## config.mk

```make
export PLATFORM = sky130hd
export DESIGN_NAME = sys_time_ctrl_flat
export DESIGN_NICKNAME = d
export VERILOG_FILES = /design/src/rtl/sys_time_ctrl_if.sv /design/src/rtl/sys_time_ctrl.sv /design/src/flat_wrapper.sv
export SDC_FILE = /design/constraint.sdc
export NUM_CORES = 1
export LEC_CHECK = 0
export BUFFER_PORTS_ARGS = -buffer_cell sky130_fd_sc_hd__buf_2
export CORE_MARGIN = 2
export CORE_UTILIZATION = 35
export DETAILED_ROUTE_END_ITERATION = 6
export HOLD_SLACK_MARGIN = 0.12
export SKIP_LAST_GASP = 1
export SYNTH_ARGS = -nofsm -noshare
export SYNTH_HDL_FRONTEND = slang
export SYNTH_SLANG_ARGS = --single-unit
```

## constraint.sdc

```tcl
create_clock -name clk_i -period 2.2 [get_ports clk_i]
set_input_delay 0.33 -clock clk_i [delete_from_list [all_inputs] [get_ports clk_i]]
set_output_delay 0.33 -clock clk_i [all_outputs]
set_load 0.02 [all_outputs]
```

## src/rtl/sys_time_ctrl_if.sv

```systemverilog
// Control/status bundle between the sync logic and the system time controller.
// The controller takes the slave side; the sync logic or sequencer takes master.
interface sys_time_ctrl_if #(
  parameter int TIME_W = 64
);
  logic              locked;
  logic              set_valid;
  logic [TIME_W-1:0] set_time;
  logic              set_ready;
  logic              evt_arm;
  logic [TIME_W-1:0] evt_time;
  logic              evt_pending;
  logic              evt_fire;
  logic              clr_lock_lost;
  logic [TIME_W-1:0] sys_time;
  logic              running;
  logic              tick;
  logic              lock_lost;

  modport master (
    output locked, set_valid, set_time, evt_arm, evt_time, clr_lock_lost,
    input  set_ready, evt_pending, evt_fire, sys_time, running, tick, lock_lost
  );

  modport slave (
    input  locked, set_valid, set_time, evt_arm, evt_time, clr_lock_lost,
    output set_ready, evt_pending, evt_fire, sys_time, running, tick, lock_lost
  );
endinterface

```

## src/rtl/sys_time_ctrl.sv

```systemverilog
// System time counter controller: lock qualification, time-set handshake,
// periodic tick, one-shot compare event and sticky lock-loss flag.
module sys_time_ctrl #(
  parameter int TIME_W      = 64,
  parameter int PERIOD      = 512,
  parameter int LOCK_CYCLES = 4
) (
  input  logic            clk_i,
  input  logic            rst_i,
  sys_time_ctrl_if.slave  bus
);
  localparam logic [0:0] WAIT_LOCK = 1'b0;
  localparam logic [0:0] RUN       = 1'b1;
  localparam int         TICK_W    = $clog2(PERIOD);
  localparam logic [4:0] LOCK_LAST = 5'(LOCK_CYCLES - 1);

  logic [0:0]        state_q,     state_d;
  logic [4:0]        lock_cnt_q,  lock_cnt_d;
  logic [TIME_W-1:0] time_q,      time_d;
  logic [TIME_W-1:0] cmp_q,       cmp_d;
  logic              pending_q,   pending_d;
  logic              fire_q,      fire_d;
  logic              lock_lost_q, lock_lost_d;
  logic              running_s;
  logic              lost_set_s;

  assign running_s = (state_q == RUN);

  // Lock qualification, time counting/loading and lock-loss detection.
  always_comb begin
    state_d    = state_q;
    lock_cnt_d = lock_cnt_q;
    time_d     = time_q;
    lost_set_s = 1'b0;
    case (state_q)
      WAIT_LOCK: begin
        if (bus.locked) begin
          if (lock_cnt_q == LOCK_LAST) begin
            state_d    = RUN;
            lock_cnt_d = 5'd0;
          end else begin
            lock_cnt_d = lock_cnt_q + 5'd1;
          end
        end else begin
          lock_cnt_d = 5'd0;
        end
      end
      RUN: begin
        if (!bus.locked) begin
          // Freeze time; a set offered on this edge is dropped.
          state_d    = WAIT_LOCK;
          lock_cnt_d = 5'd0;
          lost_set_s = 1'b1;
        end else if (bus.set_valid) begin
          time_d = bus.set_time;
        end else begin
          time_d = time_q + TIME_W'(1);
        end
      end
      default: begin
        state_d    = WAIT_LOCK;
        lock_cnt_d = 5'd0;
      end
    endcase

    if (lost_set_s) begin
      lock_lost_d = 1'b1;
    end else if (bus.clr_lock_lost) begin
      lock_lost_d = 1'b0;
    end else begin
      lock_lost_d = lock_lost_q;
    end
  end

  // Compare event: arm captures the compare value, fire retires the pending event.
  always_comb begin
    fire_d = pending_q && running_s && (time_q >= cmp_q);
    cmp_d  = cmp_q;
    if (bus.evt_arm) begin
      pending_d = 1'b1;
      cmp_d     = bus.evt_time;
    end else if (fire_d) begin
      pending_d = 1'b0;
    end else begin
      pending_d = pending_q;
    end
  end

  // State registers with synchronous reset.
  always_ff @(posedge clk_i) begin
    if (rst_i) begin
      state_q     <= WAIT_LOCK;
      lock_cnt_q  <= 5'd0;
      time_q      <= {TIME_W{1'b0}};
      cmp_q       <= {TIME_W{1'b0}};
      pending_q   <= 1'b0;
      fire_q      <= 1'b0;
      lock_lost_q <= 1'b0;
    end else begin
      state_q     <= state_d;
      lock_cnt_q  <= lock_cnt_d;
      time_q      <= time_d;
      cmp_q       <= cmp_d;
      pending_q   <= pending_d;
      fire_q      <= fire_d;
      lock_lost_q <= lock_lost_d;
    end
  end

  assign bus.sys_time    = time_q;
  assign bus.running     = running_s;
  assign bus.set_ready   = running_s;
  assign bus.evt_pending = pending_q;
  assign bus.evt_fire    = fire_q;
  assign bus.lock_lost   = lock_lost_q;
  assign bus.tick        = running_s && (time_q[TICK_W-1:0] == {TICK_W{1'b0}});
endmodule

```

## src/flat_wrapper.sv

```systemverilog
// flat-port wrapper written by rule: the top's interface ports become plain ports
module sys_time_ctrl_flat 
#(
  parameter int TIME_W      = 64,
  parameter int PERIOD      = 512,
  parameter int LOCK_CYCLES = 4
)
  (clk_i, rst_i, bus_locked, bus_set_valid, bus_set_time, bus_evt_arm, bus_evt_time, bus_clr_lock_lost, bus_set_ready, bus_evt_pending, bus_evt_fire, bus_sys_time, bus_running, bus_tick, bus_lock_lost);
  sys_time_ctrl_if #(.TIME_W(TIME_W)) bus_i ();
  input  logic clk_i;
  input  logic rst_i;
  input wire logic [$bits(bus_i.locked)-1:0] bus_locked;
  input wire logic [$bits(bus_i.set_valid)-1:0] bus_set_valid;
  input wire logic [$bits(bus_i.set_time)-1:0] bus_set_time;
  input wire logic [$bits(bus_i.evt_arm)-1:0] bus_evt_arm;
  input wire logic [$bits(bus_i.evt_time)-1:0] bus_evt_time;
  input wire logic [$bits(bus_i.clr_lock_lost)-1:0] bus_clr_lock_lost;
  output wire logic [$bits(bus_i.set_ready)-1:0] bus_set_ready;
  output wire logic [$bits(bus_i.evt_pending)-1:0] bus_evt_pending;
  output wire logic [$bits(bus_i.evt_fire)-1:0] bus_evt_fire;
  output wire logic [$bits(bus_i.sys_time)-1:0] bus_sys_time;
  output wire logic [$bits(bus_i.running)-1:0] bus_running;
  output wire logic [$bits(bus_i.tick)-1:0] bus_tick;
  output wire logic [$bits(bus_i.lock_lost)-1:0] bus_lock_lost;
  assign bus_i.locked = bus_locked;
  assign bus_i.set_valid = bus_set_valid;
  assign bus_i.set_time = bus_set_time;
  assign bus_i.evt_arm = bus_evt_arm;
  assign bus_i.evt_time = bus_evt_time;
  assign bus_i.clr_lock_lost = bus_clr_lock_lost;
  assign bus_set_ready = bus_i.set_ready;
  assign bus_evt_pending = bus_i.evt_pending;
  assign bus_evt_fire = bus_i.evt_fire;
  assign bus_sys_time = bus_i.sys_time;
  assign bus_running = bus_i.running;
  assign bus_tick = bus_i.tick;
  assign bus_lock_lost = bus_i.lock_lost;
  sys_time_ctrl #(.TIME_W(TIME_W), .PERIOD(PERIOD), .LOCK_CYCLES(LOCK_CYCLES)) u_core (.clk_i(clk_i), .rst_i(rst_i), .bus(bus_i));
endmodule
```

==> impl_metrics.toml <==
[floorplanning]
die_w_um = 159
core_area_mm2 = 0.0235
start_util_pct = 35.9
rows = 56
io_pins = 204
die_y_um = 159
dieArea_mm2 = 0.0254

[pwr]
seqPwrFrac_pct = 41.0
powerDensity_mw_per_mm2 = 521
pwr-share-clk_pct = 47.4
vdd_ir_drop_max_uv = 396
switching_share_pct = 25.5
power_frac_comb_pct = 11.6
power.internal_mw = 4.70
leakage_nw = 5.48
switchingPower_mw = 1.61

[clocking]
root_buffer = "clkbuf_16"
numCtsBuffers = 17
clk_pin_slew_ns = 0.06
clock_latency_ns = 0.44
htree_levels = 4
cts.sinks = 137
cts_tree = "built"
clock_path_buffers = 2

[critical_path]
startpoint_type = "register"
worst_ep_required_time_ns = 2.51
r2r_start = "u_core.bus.sys_time[0]"
worstPathMaxFanout = 6
rr_worst_depth = 9
reg2reg_slack_ns = -0.08
r2r_end = "u_core.bus.sys_time[32]"
crit_path_end_kind = "register"
crit_type = "reg2reg"
cp.arrival_ns = 2.60

[logic_synthesis]
synth.area.mux_share_pct = 8.55
synth_nets = 1245
yosys.area_share.simple_pct = 23.1
synth_edf_count = 0
yosys_warnings = 0
synth_xor_area_share_pct = 0
async_flop_share_pct = 0
synthCells = 1044
synth_compound_area_share_pct = 19.5
synthAdderAreaFrac_pct = 9.93
synth_flop_cell = "dfxtp_1"
ys_seq_elements = 137
ys_types = 79
syn_area_mm2 = 0.00844
synth.yosys.seq_area_share_pct = 32.5
synth_top_family_by_area = "simple AND/OR/NAND/NOR gates"
syn_area_per_cell_um2 = 8.09

[sta]
finalHoldViolations = 0
grt_setup_unrepaired = "true"
setup_viol = 1
drv_slew = 0
period_share_pct = 104
relSlewSlack_pct = 42.7
finalCriticalPeriod_ns = 2.28
setup_ws_ns = -0.0829
worst_slew_pin_slew_ns = 0.856
max_freq_mhz = 438
clock_skew_ns = 0.0141

[flow_run]
drv_cap = 0

[drt]
via_per_inst = 5.41
first_pass_iters = 6
wl_per_cell_um = 17.8
final_antenna_net_count = 0
drc = 0
wirelength_um = 30500
drtIter0Drc = 674
vias = 9295

[layout]
finish.instance_area_mm2 = 0.0121
nets = 1585
area_growth_pct = 43.4
layoutNonFillerInstCount = 1717
utilization_pct = 51.4
drive_gt1_share_pct = 35.1

[worst_hold_path]
hold_start = "bus_evt_time[53]"
hold_path_depth = 3
hold_end = "u_core.cmp_q[53]"
hp-class = "in2reg"

[place]
hpwl_um = 22000
io_buffers = 203
postPlaceCellArea_mm2 = 0.0107
gp_congestion = 0.884
dp_cells = 1640

[grt]
grt_pass1_vias = 8836
grt_overflow = 0
grt_use_total_pct = 23.7
grt_pass1_wl_um = 48100
grt_max_degree = 66
antenna_found_initial = 1

[run_status]
run_status = "complete, but fails checks"
violations = "setup timing"
## cell type report
| type | count | area (um2) |
|---|---|---|
| sequential | 137 | 2800 |
| multi-input combinational | 768 | 5430 |
| antenna | 1 | 2.50 |
| timing repair buffer | 386 | 2590 |
| clock inverter | 12 | 149 |
| inverter | 74 | 278 |
| fill | 2274 | 11400 |
| clock buffer | 20 | 447 |
| tap | 319 | 399 |
## cell usage in the layout, fill, tap and decap left out, drive strengths merged, types with 6 or more instances in the layout
cell,synthesis,routed
buf,20,361
dfxtp,137,137
nor2,125,125
nand2,75,75
inv,74,75
mux2i,71,71
a21oi,68,68
ha,67,67
o21ai,54,54
nand3,38,38
nor3,31,31
nand4,27,27
dlygate4sd3,0,24
clkbuf,45,21
a31oi,18,18
a211oi,18,18
nor4,17,17
and4,14,14
and3,14,14
o22ai,11,11
and2,10,10
a22oi,8,8
a311oi,7,7
or3,7,7
or4,6,6
clkinv,0,6
o31ai,6,6
## synthesized netlist by cell type (17+ instances only)
| library cell | instances | share of area (%) |
|---|---|---|
| dfxtp_1 | 137 | 32 |
| nor2_1 | 125 | 5.6 |
| inv_1 | 74 | 3.3 |
| nand2_1 | 74 | 3.3 |
| mux2i_1 | 71 | 8.4 |
| a21oi_1 | 68 | 4.0 |
| ha_1 | 67 | 9.9 |
| o21ai_0 | 52 | 3.1 |
| clkbuf_1 | 44 | 2.0 |
| nand3_1 | 35 | 2.1 |
| nor3_1 | 29 | 1.7 |
| nand4_1 | 25 | 1.9 |
| a31oi_1 | 18 | 1.3 |
| a211oi_1 | 17 | 1.5 |
## flip-flops by register name (all words and copies together), names as in the netlist
name                    flops
u_core.bus.running          1
u_core.lock_cnt_q           5
u_core.cmp_q               64
u_core.bus.lock_lost        1
u_core.bus.evt_pending      1
u_core.bus.evt_fire         1
u_core.bus.sys_time        64
## how the worst max path moves through the flow
stage | slack, ns | startpoint | endpoint | cells past startpoint
5_1_grt | -0.11 | u_core.bus.sys_time[0] | u_core.bus.sys_time[32] | 9
3_3_place_gp | -0.17 | u_core.bus.sys_time[0] | u_core.bus.sys_time[60] | 8
2_1_floorplan | -0.03 | u_core.bus.sys_time[11] | u_core.bus.sys_time[56] | 7
4_1_cts | -0.05 | u_core.bus.sys_time[0] | u_core.bus.sys_time[60] | 8
6_report | -0.08 | u_core.bus.sys_time[0] | u_core.bus.sys_time[32] | 9
3_5_place_dp | -0.22 | u_core.bus.sys_time[0] | u_core.bus.evt_fire | 10
## power by group through the flow
stage	Combinational (mW)	Sequential [mW]	Clock (mW)
floorplan	0.370	2.64	0
global placement	0.660	2.65	0
detailed placement	0.669	2.65	0
CTS	0.718	2.59	3.04
global route	0.809	2.60	3.15
finish	0.732	2.59	2.99
## repair_timing
action	4_1_cts	5_1_grt
setup buffers	4	15
resized for setup	29	63
hold endpoints to repair	24	0
cloned	1	0
setup endpoints to repair	25	31
hold buffers	24	0
pin swaps	12	29
## layer usage
metal	up-vias	GRT usage (%)	part of all wire [%]	wire length (um)
met5	-	0	0	0
met4	0	6.86	1.7	522
met3	40	4.35	6.7	2050
met2	376	38.0	46	14100
met1	4366	32.6	45	13900
li1	4513	-	-	-
## cell families after synthesis
family          count (synthesis)
simple gates                  378
mux                            72
fa+ha+maj                      67
buf+inv                       139
flops                         137
compound gates                251
## per-stage QoR
stage	TNS (ns)	worst slack (ns)	power, mW	hold WS, ns
floorplan	-0.0313	-0.0313	3.01	0.458
global placement	-0.842	-0.168	3.31	0.460
detailed placement	-1.43	-0.218	3.32	0.465
CTS	-0.113	-0.0461	6.35	0.122
global route	-0.611	-0.108	6.55	0.141
finish	-0.0829	-0.0829	6.31	0.143
## worst max-delay path, cell delays in order (launching register included)
cell     delay, ns
dfxtp_4       0.34
buf_6         0.10
ha_4          0.12
and4_4        0.24
nand3_4       0.08
or4_4         0.58
buf_12        0.18
buf_6         0.12
nor4_2        0.31
o21ai_1       0.09
(Power assumes the default switching activity.)
